==> src/rtl/svnseg_pkg.sv <==
// Shared types and the hex-to-seven-segment table for the scan controller.
// Segment patterns are active-high {a,b,c,d,e,f,g}; bit 6 = a.
package svnseg_pkg;

  typedef logic [6:0] seg7_t;

  localparam seg7_t SEG_OFF   = 7'h00;
  localparam int    PWM_STEPS = 16;

  localparam seg7_t HEX_SEG [16] = '{
    7'h7E, 7'h30, 7'h6D, 7'h79, 7'h33, 7'h5B, 7'h5F, 7'h70,
    7'h7F, 7'h7B, 7'h77, 7'h1F, 7'h4E, 7'h3D, 7'h4F, 7'h47
  };

  function automatic seg7_t hex_to_seg(input logic [3:0] nibble);
    return HEX_SEG[nibble];
  endfunction

endpackage

==> src/rtl/svnseg_scan_controller_if.sv <==
// Display bus: register-side inputs (nums/dps/enable/brightness) and pin-side
// outputs. master = value source / pin observer, slave = the scan controller.
interface svnseg_scan_controller_if #(
  parameter int NUM_DIGITS = 4
);
  logic [4*NUM_DIGITS-1:0] nums;
  logic [NUM_DIGITS-1:0]   dps;
  logic                    enable;
  logic [3:0]              brightness;
  logic                    frame_start;
  logic [NUM_DIGITS-1:0]   dig;
  logic [6:0]              seg;
  logic                    dp;

  modport master (output nums, dps, enable, brightness,
                  input  frame_start, dig, seg, dp);
  modport slave  (input  nums, dps, enable, brightness,
                  output frame_start, dig, seg, dp);
endinterface

==> src/rtl/num_to_svnseg.sv <==
// Combinational hex nibble to active-high seven-segment decoder.
module num_to_svnseg
  import svnseg_pkg::*;
(
  input  logic [3:0] nibble,
  output seg7_t      seg
);
  assign seg = hex_to_seg(nibble);
endmodule

==> src/rtl/svnseg_scan_controller.sv <==
// Time-multiplexed seven-segment scanner with frame-coherent snapshots,
// PWM brightness, live enable and a one-cycle blank between digit slots.
// Optional: define SVNSEG_LZ_BLANK_EN for leading-zero blanking.
module svnseg_scan_controller
  import svnseg_pkg::*;
#(
  parameter int NUM_DIGITS     = 4,
  parameter int SCAN_DIV       = 4096,
  parameter int SEG_ACTIVE_LOW = 1,
  parameter int DIG_ACTIVE_LOW = 1
) (
  input  logic                    clk,
  input  logic                    rst_n,
  svnseg_scan_controller_if.slave bus
);
  localparam int PW     = $clog2(SCAN_DIV);
  localparam int IW     = $clog2(NUM_DIGITS);
  localparam int PH_DIV = SCAN_DIV / PWM_STEPS;
  localparam logic [NUM_DIGITS-1:0] DIG_IDLE = {NUM_DIGITS{1'(DIG_ACTIVE_LOW)}};
  localparam seg7_t                 SEG_IDLE = SEG_ACTIVE_LOW != 0 ? ~SEG_OFF : SEG_OFF;
  localparam logic                  DP_IDLE  = 1'(SEG_ACTIVE_LOW);

  logic [PW-1:0]           presc_q, presc_d;
  logic [IW-1:0]           idx_q, idx_d;
  logic [4*NUM_DIGITS-1:0] sh_nums_q, sh_nums_d;
  logic [NUM_DIGITS-1:0]   sh_dps_q, sh_dps_d;
  logic [3:0]              sh_br_q, sh_br_d;
  logic                    frame_start_q, frame_start_d;
  logic [NUM_DIGITS-1:0]   dig_q, dig_d;
  seg7_t                   seg_q, seg_d;
  logic                    dp_q, dp_d;

  logic                    slot_tick, snap, drive_on, blank, dp_bit;
  logic [3:0]              phase, nibble;
  seg7_t                   seg_dec;
  logic [NUM_DIGITS-1:0]   dig_a;
  seg7_t                   seg_a;
  logic                    dp_a;

  // Single decoder on the currently scanned shadow nibble.
  num_to_svnseg u_dec (.nibble(nibble), .seg(seg_dec));

`ifdef SVNSEG_LZ_BLANK_EN
  logic [NUM_DIGITS-1:0] lz_q, lz_d, lz_new;
  logic                  run;

  // Blank mask: digit i blanked when it and every digit above it are zero.
  always_comb begin
    lz_new = '0;
    run    = 1'b1;
    for (int i = NUM_DIGITS - 1; i > 0; i--) begin
      run       = run & (bus.nums[4*i +: 4] == 4'h0);
      lz_new[i] = run;
    end
    lz_d = snap ? lz_new : lz_q;
  end

  // Blank mask is captured together with the value snapshot.
  always_ff @(posedge clk or negedge rst_n) begin
    if (!rst_n) lz_q <= '0;
    else        lz_q <= lz_d;
  end

  assign blank = lz_q[idx_q];
`else
  assign blank = 1'b0;
`endif

  // Scan timing, snapshot and pin drive for the next cycle.
  always_comb begin
    slot_tick = presc_q == PW'(SCAN_DIV - 1);
    snap      = slot_tick && (idx_q == IW'(NUM_DIGITS - 1));
    phase     = 4'(presc_q / PW'(PH_DIV));

    presc_d = slot_tick ? '0 : presc_q + 1'b1;
    idx_d   = idx_q;
    if (slot_tick) idx_d = (idx_q == IW'(NUM_DIGITS - 1)) ? '0 : idx_q + 1'b1;

    sh_nums_d     = snap ? bus.nums       : sh_nums_q;
    sh_dps_d      = snap ? bus.dps        : sh_dps_q;
    sh_br_d       = snap ? bus.brightness : sh_br_q;
    frame_start_d = snap;

    nibble   = sh_nums_q[{idx_q, 2'b00} +: 4];
    dp_bit   = sh_dps_q[idx_q];
    // Tick cycle is forced dark to leave one blank cycle between digits.
    drive_on = bus.enable && (phase < sh_br_q) && !slot_tick;

    dig_a = (drive_on && (!blank || dp_bit))
            ? ({{(NUM_DIGITS-1){1'b0}}, 1'b1} << idx_q) : '0;
    seg_a = (drive_on && !blank) ? seg_dec : SEG_OFF;
    dp_a  = drive_on && dp_bit;

    dig_d = (DIG_ACTIVE_LOW != 0) ? ~dig_a : dig_a;
    seg_d = (SEG_ACTIVE_LOW != 0) ? ~seg_a : seg_a;
    dp_d  = (SEG_ACTIVE_LOW != 0) ? ~dp_a  : dp_a;
  end

  // State and registered pins; pins idle at their inactive level in reset.
  always_ff @(posedge clk or negedge rst_n) begin
    if (!rst_n) begin
      presc_q       <= '0;
      idx_q         <= '0;
      sh_nums_q     <= '0;
      sh_dps_q      <= '0;
      sh_br_q       <= '0;
      frame_start_q <= 1'b0;
      dig_q         <= DIG_IDLE;
      seg_q         <= SEG_IDLE;
      dp_q          <= DP_IDLE;
    end else begin
      presc_q       <= presc_d;
      idx_q         <= idx_d;
      sh_nums_q     <= sh_nums_d;
      sh_dps_q      <= sh_dps_d;
      sh_br_q       <= sh_br_d;
      frame_start_q <= frame_start_d;
      dig_q         <= dig_d;
      seg_q         <= seg_d;
      dp_q          <= dp_d;
    end
  end

  assign bus.frame_start = frame_start_q;
  assign bus.dig         = dig_q;
  assign bus.seg         = seg_q;
  assign bus.dp          = dp_q;

endmodule

==> src/flat_wrapper.sv <==
// flat-port wrapper written by rule: the top's interface ports become plain ports
module svnseg_scan_controller_flat import svnseg_pkg::*;
#(
  parameter int NUM_DIGITS     = 4,
  parameter int SCAN_DIV       = 4096,
  parameter int SEG_ACTIVE_LOW = 1,
  parameter int DIG_ACTIVE_LOW = 1
)
  (clk, rst_n, bus_nums, bus_dps, bus_enable, bus_brightness, bus_frame_start, bus_dig, bus_seg, bus_dp);
  svnseg_scan_controller_if #(.NUM_DIGITS(NUM_DIGITS)) bus_i ();
  input  logic clk;
  input  logic rst_n;
  input wire logic [$bits(bus_i.nums)-1:0] bus_nums;
  input wire logic [$bits(bus_i.dps)-1:0] bus_dps;
  input wire logic [$bits(bus_i.enable)-1:0] bus_enable;
  input wire logic [$bits(bus_i.brightness)-1:0] bus_brightness;
  output wire logic [$bits(bus_i.frame_start)-1:0] bus_frame_start;
  output wire logic [$bits(bus_i.dig)-1:0] bus_dig;
  output wire logic [$bits(bus_i.seg)-1:0] bus_seg;
  output wire logic [$bits(bus_i.dp)-1:0] bus_dp;
  assign bus_i.nums = bus_nums;
  assign bus_i.dps = bus_dps;
  assign bus_i.enable = bus_enable;
  assign bus_i.brightness = bus_brightness;
  assign bus_frame_start = bus_i.frame_start;
  assign bus_dig = bus_i.dig;
  assign bus_seg = bus_i.seg;
  assign bus_dp = bus_i.dp;
  svnseg_scan_controller #(.NUM_DIGITS(NUM_DIGITS), .SCAN_DIV(SCAN_DIV), .SEG_ACTIVE_LOW(SEG_ACTIVE_LOW), .DIG_ACTIVE_LOW(DIG_ACTIVE_LOW)) u_core (.clk(clk), .rst_n(rst_n), .bus(bus_i));
endmodule
==> config.mk <==
export PLATFORM = sky130hd
export DESIGN_NAME = svnseg_scan_controller_flat
export DESIGN_NICKNAME = d
export VERILOG_FILES = /design/src/rtl/svnseg_pkg.sv /design/src/rtl/svnseg_scan_controller_if.sv /design/src/rtl/num_to_svnseg.sv /design/src/rtl/svnseg_scan_controller.sv /design/src/flat_wrapper.sv
export SDC_FILE = /design/constraint.sdc
export NUM_CORES = 1
export LEC_CHECK = 0
export ABC_AREA = 1
export CORE_MARGIN = 10
export CORE_UTILIZATION = 30
export CTS_BUF_LIST = sky130_fd_sc_hd__clkbuf_16
export CTS_CLUSTER_SIZE = 20
export DETAILED_ROUTE_END_ITERATION = 10
export GPL_TIMING_DRIVEN = 0
export PLACE_DENSITY = 0.57
export SYNTH_ARGS = -nofsm -noshare
export SYNTH_HDL_FRONTEND = slang
export SYNTH_SLANG_ARGS = --single-unit
==> constraint.sdc <==
create_clock -name clk -period 3.39 [get_ports clk]
set_clock_uncertainty 0.05 [all_clocks]
set_input_delay 0.678 -clock clk [delete_from_list [all_inputs] [get_ports clk]]
set_output_delay 0.678 -clock clk [all_outputs]
set_load 0.03 [all_outputs]
# Word level (Yosys, flattened, before mapping)
# Memories as Yosys holds them, arrays and structs flattened.
# Cells that the tools add are included.
# W data, S select, Z words.
op_classes:
  eq_ne: 2
  n_addsub: 2
  bitwise_logic: 4
  shift: 2
  n_lt_le_gt_ge: 3
  n_mux: 8
  n_reduce_logical: 5
op_table:
  columns: ["operator", "n"]
  rows:
  - ["$mux W7", 3]
  - ["$shiftx A16 B5 Y4", 1]
  - ["$add A12 B1 Y12 const B", 1]
  - ["$eq A12 B12 Y1 const B", 1]
  - ["$mux W12", 1]
  - ["$not A7 Y7", 1]
  - ["$ge A5 B5 Y1 const B", 1]
  - ["$not A4 Y5", 1]
  - ["$logic_and A1 B1 Y1", 4]
  - ["$lt A4 B4 Y1", 1]
  - ["$mux W4", 1]
  - ["$not A4 Y4", 1]
  - ["$shl A1 B2 Y4 const A", 1]
  - ["$lt A2 B3 Y1 const B", 1]
  - ["$add A2 B1 Y2 const B", 1]
  - ["$bmux W1 S2", 1]
  - ["$eq A2 B2 Y1 const B", 1]
  - ["$mux W2", 1]
  - ["$logic_not A1 Y1", 1]
  - ["$mux W1", 1]
  - ["$not A1 Y1", 1]
word_totals:
  mem_count: 1
  romBits: 112
  register_bits: 51
  out_inout_bits: 13
memory_table:
  columns: ["name", "depth", "width", "rd", "rd_ports_with_merged_regs", "write_ports", "line", "text"]
  rows:
  - ["(no name shown)", 16, 7, 1, 0, 0, "svnseg_pkg.sv:16", "return HEX_SEG[nibble];"]

# Depth between registers and ports, before layout
# Gate-level depths: netlist of run 1.
depth:
  ltp_word: 7
  mapped_depth: 12
  ltp_nobuf: 11

# By module
# From an unflattened synthesis of run 1, not the netlist that was laid out.
hier_totals:
  cells_unflattened: 313
  hier_area_um2: 2631.3
by_module_without_submodules:
  columns: ["module", "area_per_inst_um2", "seq_area_each_um2", "cells_per_inst", "instances"]
  rows:
  - ["svnseg_scan_controller", 2361.0, 1291.2, 261, 1]
  - ["num_to_svnseg", 270.3, 0.0, 52, 1]

# Worst setup path after synthesis of run 1
# Ideal clock, no wire load.
synth_path:
  kind: "register to register"
  startpoint: "register u_core.idx_q[0]"
  endpoint: "register u_core.seg_q[3], in the netlist u_core.bus.seg[3]"
  t_arrival_ns: 1.490
  setup_time_ns: 0.086
  required_ns: 3.254
  path_buffers: 1
  synth_period_minus_slack_ns: 1.626
  setup_slack_ns: 1.764
  stages_incl_launch_ff: 10
  cell_sequence: "dfrtp_1 inv_1 buf_2 nand2_1 nand3_1 nand2_1 ha_1 nand3_1 nand3_1 nand3_1"
synth_via:
  elab_chain_cells: 7
synth_lines:
  columns: ["element", "line", "text"]
  rows:
  - ["start, declared", "svnseg_scan_controller.sv:24", "logic [IW-1:0] idx_q, idx_d;"]
  - ["start signal, assigned", "svnseg_scan_controller.sv:113", "idx_q <= idx_d;"]
  - ["$shiftx A16 B5 Y4", "svnseg_scan_controller.sv:84", "nibble = sh_nums_q[{idx_q, 2'b00} +: 4];"]
  - ["$not A4 Y5 (not written as such)", "svnseg_pkg.sv:16", null]
  - ["$mem_v2 Z16 W7", null, null]
  - ["$mux W7 (not written as such) (2 in series)", "svnseg_pkg.sv:16", null]
  - ["$mux W7", "svnseg_scan_controller.sv:91", "seg_a = (drive_on && !blank) ? seg_dec : SEG_OFF;"]
  - ["$not A7 Y7", "svnseg_scan_controller.sv:95", "seg_d = (SEG_ACTIVE_LOW != 0) ? ~seg_a : seg_a;"]
  - ["net u_core.seg_d[3]", "svnseg_scan_controller.sv:30", "seg7_t seg_q, seg_d;"]
  - ["end signal, assigned", "svnseg_scan_controller.sv:119", "seg_q <= seg_d;"]
  - ["end, declared", "svnseg_scan_controller.sv:30", null]
# The timed path passes the listed nets, and every way through them passes these cells. The select of a mux whose other input is x is not followed.
# A chain may end at the register's enable or synchronous reset.

# Worst setup path in the final report of run 1
layout_path:
  startpoint: "register u_core.seg_q[2], in the netlist u_core.bus.seg[2]"
  endpoint: "output bus_seg[2]"
layout_lines:
  columns: ["element", "line", "text"]
  rows:
  - ["end, declared", "flat_wrapper.sv:19", "output wire logic [$bits(bus_i.seg)-1:0] bus_seg;"]
# No word-level cell between the ends.

==> run_results.csv, run 1 <==
group,metric,value,unit
sta,period_share,64.74,%
detailed_routing,drt_iter0_markers,89,
synth,ys_types,23,
detailed_routing,post-route-drc-count,0,
grt,grt_max_degree,32,
finish,drive_gt1_share,9.669,%
clock_tree,clock_latency,0.29,ns
sta,drv_slew,0,
place,post-place-ws,1.410,ns
place,dp_hpwl,4435,um
floorplan,die_h,112.6,um
floorplan,rows,33,
clock_tree,cts_max_path_buffers,2,
synth,syn_inst,314,
min_path,hold_path.class,"input port to asynchronous set/reset pin",
synth,async_flop_share,100.0,%
detailed_routing,antenna_left,0,
finish,fin_nets,402,
synth,ys.flop_type,"dfrtp_1",
pwr,powerDensity,399.1,mW/mm2
synth,yosys.area.top_type,"dfrtp_1",
clock_tree,cts_hold_buf,0,
synth,ys_ff_latch,51,
sta,hold_slack,0.2979,ns
setup_path,cp_slowest_stage_delay,0.67,ns
run_status,status,"finished clean",
setup_path,rrSetupSlack,1.38,ns
setup_path,crit_required,2.66,ns
floorplan,initial_core_util,31.03,%
synth,synthTopCellsByArea,"dfrtp_1 (38%), nand2_1 (16%), dfstp_2 (12%)",
synth,seq_area_frac_synth,50.15,%
grt,grt_pass1_wl,9715,um
setup_path,r2r-start,"u_core.idx_q[1]$_DFFE_PN0N_",
sta,setup_tns,0,ns
detailed_routing,wl,5823,um
clock_tree,clock_sink_count,51,
setup_path,crit_type,"flip-flop to primary output",
sta,setup_viol,0,
floorplan,chipWidth,112.6,um
detailed_routing,wl_per_cell,12.47,um
sta,fmax,455.6,MHz
floorplan,core,0.008299,mm2
setup_path,crit_fanout,1,
grt,overflow,0,
synth,ys_top_cells_by_count,"nand2_1 (109), dfrtp_1 (39), o21ai_0 (34), nand3_1 (30), inv_1 (25)",
sta,rsz0062_at_grt,"no",
sta,slew_headroom,67.48,%
flow_run,cap_violations,0,
clock_tree,root_buffer,"clkbuf_16",
grt,first_global_vias,1999,
detailed_routing,routed_via_density,4.471,
floorplan,boundaryPins,40,
synth,synth_top_area_share,37.90,%
floorplan,die-area,0.01269,mm2
grt,antenna_found_initial,0,
place,numPortBuffers,39,
synth,yosysMostFrequentCell,"nand2_1",
finish,antennaDiodeCount,0,
finish,design_area,0.003301,mm2
finish,area_growth,28.18,%
detailed_routing,vias,2088,
setup_path,critPathBufInv,1,
pwr,total_power,1.317,mW
synth,syn_area,0.002575,mm2
clock_tree,cts_resized,0,
clock_tree,htree_levels,2,
setup_path,critical_path.top_delay_family,"buffers and inverters",
finish,instances_no_fill,467,
place,dp_cells,459,
finish,final_util,39.77,%
sta,worst_pin_slew,0.4878,ns
setup_path,crit_slowest_cell,"clkdlybuf4s50_1",
synth,syn_area_per_cell,8.201,um2
sta,hold_violations,0,
clock_tree,clk_pin_slew,0.07,ns
detailed_routing,first_pass_iters,4,
clock_tree,cts_tree,"built",
grt,grt_usage,9.136,%
clock_tree,numCtsBuffers,5,
place,place_area,0.003112,mm2
sta,finalWorstSetupSlack,1.195,ns
synth,synth_edf_count,0,
setup_path,cp_data_arrival_time,1.47,ns
setup_path,reg2regPathDepth,10,
setup_path,endpoint_kind,"primary output",
place,gp_congestion,0.8266,
clock_tree,cts_setup_buffers,0,
setup_path,path_cells,"clkdlybuf4s50_1",
synth,yosys_warnings,0,
setup_path,cp-start-kind,"flip-flop",
setup_path,r2r-end,"u_core.bus.seg[0]$_DFF_PN1_",
sta,finalCriticalPeriod,2.195,ns
pwr,ir_drop,0.1787,mV
synth,synth_nets,355,
pwr,p_leak,1.418,nW
layout make-up:
type                            count  area (um2)
Buffer                             11       66.31
Clock inverter                      3       63.81
Fill cell                         852        4999
Timing Repair Buffer               40       405.4
Inverter                           28       105.1
Multi-Input combinational cell    224        1112
Sequential cell                    51        1291
Clock buffer                        5       125.1
Tap cell                          105       131.4
sequential cells by signal, indices dropped and copies added, names as in the netlist:
register                count
u_core.idx_q                2
u_core.bus.seg              7
u_core.bus.dig              4
u_core.sh_dps_q             4
u_core.presc_q             12
u_core.bus.dp               1
u_core.sh_br_q              4
u_core.bus.frame_start      1
u_core.sh_nums_q           16
layout by cell type (no fill, tap or decap), types with 2 or more instances in the layout:
master / Yosys / layout
bufinv_16: 0 / 2
clkbuf_1: 3 / 3
ha_1: 14 / 14
buf_2: 5 / 6
nand3_1: 30 / 30
dfrtp_1: 39 / 39
nand3_2: 2 / 2
nor2_1: 19 / 19
inv_2: 2 / 2
buf_6: 2 / 2
a21oi_1: 3 / 3
dfstp_2: 12 / 12
clkdlybuf4s50_1: 0 / 38
xnor2_1: 2 / 2
clkbuf_16: 0 / 5
nand2_1: 109 / 109
nor3_1: 2 / 2
inv_1: 25 / 26
xor2_1: 5 / 5
o21ai_0: 34 / 34
report_power, final:
| group | leakage (nW) | internal [mW] | switching, mW |
|---|---|---|---|
| combinational | 0.791 | 0.0351 | 0.0285 |
| clock | 0.0952 | 0.420 | 0.217 |
| sequential | 0.531 | 0.615 | 0.000808 |
logic make-up (layout without fill, tap and decap cells):
| logic type | after synthesis | in the layout | synth area share, % |
|---|---|---|---|
| flip-flops | 51 | 51 | 50.15 |
| AO/OA/AOI/OAI | 37 | 37 | 7.191 |
| adder cells (fa/ha/maj) | 14 | 14 | 6.803 |
| AND/OR/NAND/NOR | 166 | 166 | 26.82 |
| XOR/XNOR | 7 | 7 | 2.381 |
| buffers and inverters | 39 | 87 | 6.657 |
worst max-delay path by stage:
stage | cells after the start | end | startpoint
CTS | 1 | bus_seg[2] | u_core.bus.seg[2]$_DFF_PN1_
detailed placement | 10 | u_core.bus.seg[1]$_DFF_PN1_ | u_core.idx_q[1]$_DFFE_PN0N_
global route | 1 | bus_seg[3] | u_core.bus.seg[3]$_DFF_PN1_
floorplan | 9 | u_core.bus.seg[3]$_DFF_PN1_ | u_core.idx_q[0]$_DFFE_PN0N_
finish | 1 | bus_seg[2] | u_core.bus.seg[2]$_DFF_PN1_
global placement | 1 | u_core.sh_dps_q[1]$_DFFE_PN0P_ | rst_n
layer usage:
metal  track usage (%)  up-vias  part of all wire, %
met1             12.31      949                   49
li1                  -     1084                    -
met5                 0        -                    0
met2             13.36       51                   43
met3             2.769        4                  6.3
met4             3.384        0                  1.4
Power figures use the tool's default switching activity.
==> run 2: changes to the inputs <==
clock period = 2.06 ns   (was 3.39 ns; I/O delays follow)
==> run_results.csv, run 2 (same netlist as run 1, synthesis figures left out) <==
group,metric,value,unit
floorplan,die_h,112.6,um
floorplan,die-area,0.01269,mm2
finish,regMostFlops,"u_core.sh_nums_q",
place,dp_hpwl,4435,um
sta,rsz0062_at_grt,"no",
grt,grt.met1_usage,12.31,%
pwr,pwr-share-seq,46.9,%
finish,drive_gt1_share,10.44,%
flow_run,cap_violations,0,
detailed_routing,first_pass_iters,4,
clock_tree,cts_hold_buf,0,
floorplan,initial_core_util,31.03,%
clock_tree,cts_tree,"built",
pwr,clock_power_share,48.3,%
detailed_routing,wl,5803,um
pwr,p_sw,0.4010,mW
sta,drv_slew,0,
sta,finalCriticalPeriod,1.928,ns
finish,largest_register_ffs,16,
finish,final_cell_mix,"nand2_1 (109), dfrtp_1 (39), clkdlybuf4s50_1 (38)",
sta,slew_headroom,67.35,%
setup_path,cp_slowest_stage_delay,0.67,ns
clock_tree,cts_max_path_buffers,2,
setup_path,crit_slowest_cell,"clkdlybuf4s50_1",
setup_path,endpoint_kind,"primary output",
detailed_routing,post-route-drc-count,0,
finish,area_growth,29.01,%
clock_tree,root_buffer,"clkbuf_16",
grt,met3_usage,2.769,%
run_status,status,"finished clean",
place,numPortBuffers,39,
pwr,p_comb_share,4.8,%
floorplan,core,0.008299,mm2
finish,design_area,0.003322,mm2
setup_path,cp_data_arrival_time,1.47,ns
finish,antennaDiodeCount,0,
setup_path,path_cells,"clkdlybuf4s50_1",
sta,period_share,93.60,%
grt,grt_max_degree,32,
clock_tree,htree_levels,2,
grt,top_usage_layer,"met2",
grt,grt_usage,9.136,%
sta,setup_viol,0,
setup_path,crit_fanout,1,
floorplan,rows,33,
detailed_routing,wl_per_cell,12.37,um
setup_path,crit_required,1.60,ns
clock_tree,clk_pin_slew,0.07,ns
setup_path,critPathBufInv,1,
setup_path,cp-start-kind,"flip-flop",
finish,final_util,40.03,%
floorplan,boundaryPins,40,
pwr,powerDensity,651.0,mW/mm2
finish,final_common_cell,"nand2_1",
detailed_routing,vias,2081,
sta,hold_violations,0,
sta,fmax,518.6,MHz
place,place_area,0.003112,mm2
detailed_routing,drt_iter0_markers,73,
sta,worst_pin_slew,0.4897,ns
floorplan,chipWidth,112.6,um
place,post-place-ws,0.07978,ns
finish,fin_nets,404,
grt,overflow,0,
min_path,hold_path.class,"input port to asynchronous set/reset pin",
clock_tree,clock_latency,0.29,ns
grt,antenna_found_initial,0,
clock_tree,clock_sink_count,51,
grt,grtUsageMet2,13.36,%
sta,finalWorstSetupSlack,0.1318,ns
grt,grt_pass1_wl,9715,um
pwr,p_leak,1.428,nW
grt,first_global_vias,1999,
clock_tree,numCtsBuffers,5,
setup_path,crit_type,"flip-flop to primary output",
setup_path,critical_path.top_delay_family,"buffers and inverters",
detailed_routing,antenna_left,0,
detailed_routing,routed_via_density,4.437,
pwr,internal_power,1.762,mW
place,gp_congestion,0.8266,
sta,setup_tns,0,ns
pwr,switching_share,18.54,%
pwr,total_power,2.163,mW
pwr,ir_drop,0.2936,mV
-- run 2: layer usage --
layer / up-vias / wire, um
met5: - / 0
li1: 1088 / -
met1: 938 / 2828
met2: 51 / 2520
met4: 0 / 84
met3: 4 / 370
-- run 2: final timing paths --
kind | from | end | slack, ns | cells past startpoint
hold / removal | rst_n | u_core.presc_q[2]$_DFF_PN0_ | 0.03 | 1
max in group asynchronous | rst_n | u_core.bus.seg[0]$_DFF_PN1_ | 1.33 | 2
hold reg to reg | u_core.presc_q[2]$_DFF_PN0_ | u_core.presc_q[2]$_DFF_PN0_ | 0.44 | 1
min in group clk | u_core.presc_q[2]$_DFF_PN0_ | u_core.presc_q[2]$_DFF_PN0_ | 0.44 | 1
setup reg to reg | u_core.idx_q[0]$_DFFE_PN0N_ | u_core.bus.seg[3]$_DFF_PN1_ | 0.16 | 9
setup / recovery | u_core.bus.seg[2]$_DFF_PN1_ | bus_seg[2] | 0.13 | 1
-- run 2: through the flow --
stage          cells  hold slack [ns]
2_1_floorplan    314          0.06641
3_3_place_gp     458           0.4262
3_5_place_dp     459           0.3578
4_1_cts          467          0.04838
5_1_grt          469          0.07694
6_report         469          0.03337
-- run 2: cell type report --
class	instances	area, um2
multi-input cells	224	1112
clock inverters	3	63.81
flip-flops and latches	51	1291
plain buffers	11	68.82
clock buffers	5	125.1
inverters	28	108.9
well taps	105	131.4
fillers	850	4977
repair buffers	42	420.4
-- run 2: power by group through the flow --
stage                     clock network, mW  logic, mW  registers, mW
final                                  1.04      0.104           1.01
after floorplan                           0    0.00621           1.05
after global placement                    0      0.103           1.03
after global routing                   1.10      0.115           1.01
after CTS                              1.07      0.108           1.01
after detailed placement                  0      0.108           1.03
-- run 2: worst reg2reg max path, stage by stage, from the launching register on --
cell and delay (ns):
dfrtp_1 0.41, inv_1 0.19, clkbuf_4 0.25, nand2_1 0.08, nand3_1 0.08, nand2_1 0.16
ha_1 0.35, nand3_1 0.08, nand3_1 0.10, nand3_1 0.08
-- run 2: timing repair --
action,in CTS,in global routing
buffers inserted,0,2
gates resized for setup,0,2
endpoints found under the setup margin,0,6
==> RTL edit, RTL diff (config.mk and constraints of run 2) <==
The option `SVNSEG_LZ_BLANK_EN` is turned on by a define.
--- a/src/rtl/svnseg_scan_controller.sv
+++ b/src/rtl/svnseg_scan_controller.sv
@@ -3,2 +3,4 @@
 // Optional: define SVNSEG_LZ_BLANK_EN for leading-zero blanking.
+`define SVNSEG_LZ_BLANK_EN
+
 module svnseg_scan_controller
Check against the original RTL: same outputs for any inputs over 10 cycles, from zero or initial values and one cycle with rst_n low; that may be too few to reach the edited logic, so the function may still have changed.
==> RTL edit against run 2 <==
Count of clock-buffer cells in the layout unchanged. Worst setup slack got worse by 16 ps. Highest routed layer unchanged. Combinational power up 9.6%. Wire length rose by 2.6%. Design area increased by 4.9%. Fmax fell by 0.81%. Power up 4.2%. Register-to-register slack gained 20 ps. Synthesized area increased by 6.9%. Critical endpoint is now bus_dig[1]. Sequential power rose by 6%. Sequential cell count up 3.
==> RTL edit: results (changes against run 2) <==
| Item | Reported | Unit | vs run 2 |
|---|---|---|---|
| Routability-driven placement congestion ratio | 0.804 | - | was 0.827 |
| Dpl cells | 489 | - | was 459 |
| Synth cell count leaders | sky130_fd_sc_hd__nand2_1, sky130_fd_sc_hd__dfrtp_1, sky130_fd_sc_hd__inv_1 | - | was sky130_fd_sc_hd__nand2_1, sky130_fd_sc_hd__dfrtp_1, sky130_fd_sc_hd__o21ai_0 |
| Average footprint of a synthesized cell | 8.07 | um^2 | was 8.20 um^2 |
| Leak pwr | 1.72 | nW | was 1.43 nW |
| Wire length of the first global-routing pass | 10.4 | mm | was 9.72 mm |
| Flop2flop setup slack | 180 | ps | was 160 ps |
| Peak supply drop | 354 | uV | was 294 uV |
| Launch point of the worst path | u_core.bus.dig[1] | - | was u_core.bus.seg[2] |
| End of the critical path | bus_dig[1] | - | was bus_seg[2] |
| Share of layout cells above drive strength 1 | 9.77 | % | was 10.4% |
| DRC violation total after the first TritonRoute iteration | 94 | - | was 73 |
| Antenna diode count | 0 | - | unchanged |
| Final net count | 429 | - | was 404 |
| Achievable frequency | 514 | MHz | was 519 MHz |
| DPL Wire Length | 4.56 | mm | was 4.43 mm |
| GR Util All Layers | 9.29 | % | was 9.14% |
| Metal2 WL | 2.50 | mm | was 2.52 mm |
| Wire per inst | 12.0 | um | was 12.4 um |
| Met3 layer usage reported by global route | 2.64 | % | was 2.77% |
| Worst Reg2Reg Path Length in Cells | 10 | - | was 9 |
| Placed Instance Area | 3290 | um^2 | was 3110 um^2 |
| Initial antenna violation count | 0 | - | unchanged |
| Detailed-routing wirelength on met1 | 3.04 | mm | was 2.83 mm |
| Transition at the pin with the smallest max-transition slack | 511 | ps | was 490 ps |
| Number of vias after detailed routing | 2225 | - | was 2081 |
| Met1 GRT Util | 12.6 | % | was 12.3% |
| Worst skew pair latency | 290 | ps | about the same |
| Start of the worst register-to-register path | u_core.idx_q[1] | - | was u_core.idx_q[0] |
| Largest cells by area after synthesis | sky130_fd_sc_hd__dfrtp_1, sky130_fd_sc_hd__nand2_1, sky130_fd_sc_hd__dfstp_2 | - | unchanged |
| Count of different cell masters after synthesis | 22 | - | was 23 |
| Wire length on met3 | 334 | um | was 370 um |
| Met2 Use GR | 13.9 | % | was 13.4% |
| R2R Path End | u_core.bus.seg[0] | - | was u_core.bus.seg[3] |
| Maximum number of pins on one net before global-route repair | 34 | - | was 32 |
| Finished Layout Cells | 497 | - | was 469 |
| Placement Setup Slack | 144 | ps | was 79.8 ps |
| Fraction of the yosys area taken by sequential cells | 49.7 | % | was 50.1% |
| Result of the run | finished, final reports clean | - | unchanged |
| Syn_nets | 382 | - | was 355 |
| Number of fill cells | 902 | - | was 850 |
| Via count of the first global-routing pass | 2266 | - | was 1999 |
| CTS clk-pin slew, worst paths | 70 | ps | about the same |
| Total iterations of the first detailed-routing run | 5 | - | was 4 |
## RTL edit: cell types whose count changed after synthesis, moves of 3 or more
cell / delta
sky130_fd_sc_hd__a21oi_1: -3
sky130_fd_sc_hd__clkbuf_1: -3
sky130_fd_sc_hd__dfrtp_1: +3
sky130_fd_sc_hd__inv_1: +10
sky130_fd_sc_hd__nand2_1: +21
sky130_fd_sc_hd__nand3_1: +4
sky130_fd_sc_hd__nor2_1: +5
sky130_fd_sc_hd__o21ai_0: -15
## RTL edit: per-stage QoR
step,total power [mW],hold WS (ps)
after detailed placement,1.21,362
after global routing,2.33,72.6
final,2.25,34.3
after global placement,1.20,403
after CTS,2.28,51.8
after floorplan,1.12,66.4
## RTL edit: what timing repair did
action / CTS / global route
gates resized for setup: 0 / 2
setup endpoints to repair: 0 / 5
setup buffers: 0 / 0
## RTL edit: kinds of logic after synthesis
kind of cell / Yosys count / synth area share [%]
fa+ha+maj: 14 / 6.37
compound gates: 20 / 3.68
simple gates: 201 / 31.1
xor+xnor: 7 / 2.23
buf+inv: 45 / 6.96
flops: 54 / 49.7
## RTL edit: worst register-to-register path, delay by kind of cell (launching register included)
kind                       cells  cell delay (ps)
and+or+nand+nor                6              630
buffers and inverters          3              480
DFF                            1              400
adders and majority gates      1              210
## RTL edit: power breakdown
group	leakage, nW	internal [mW]	switching (mW)
clock	0.0915	0.692	0.375
sequential	0.556	1.07	0.00140
combinational	1.07	0.0596	0.0542
## RTL edit: final cells by class
class                           count  area (um^2)  area share, %
Multi-Input combinational cell    242         1190           34.3
Timing Repair Buffer               40          405           11.6
Buffer                              8         55.1           1.58
Clock inverter                      3         63.8           1.83
Tap cell                          108          135           3.88
Inverter                           37          139           3.99
Sequential cell                    54         1370           39.2
Clock buffer                        5          125           3.59
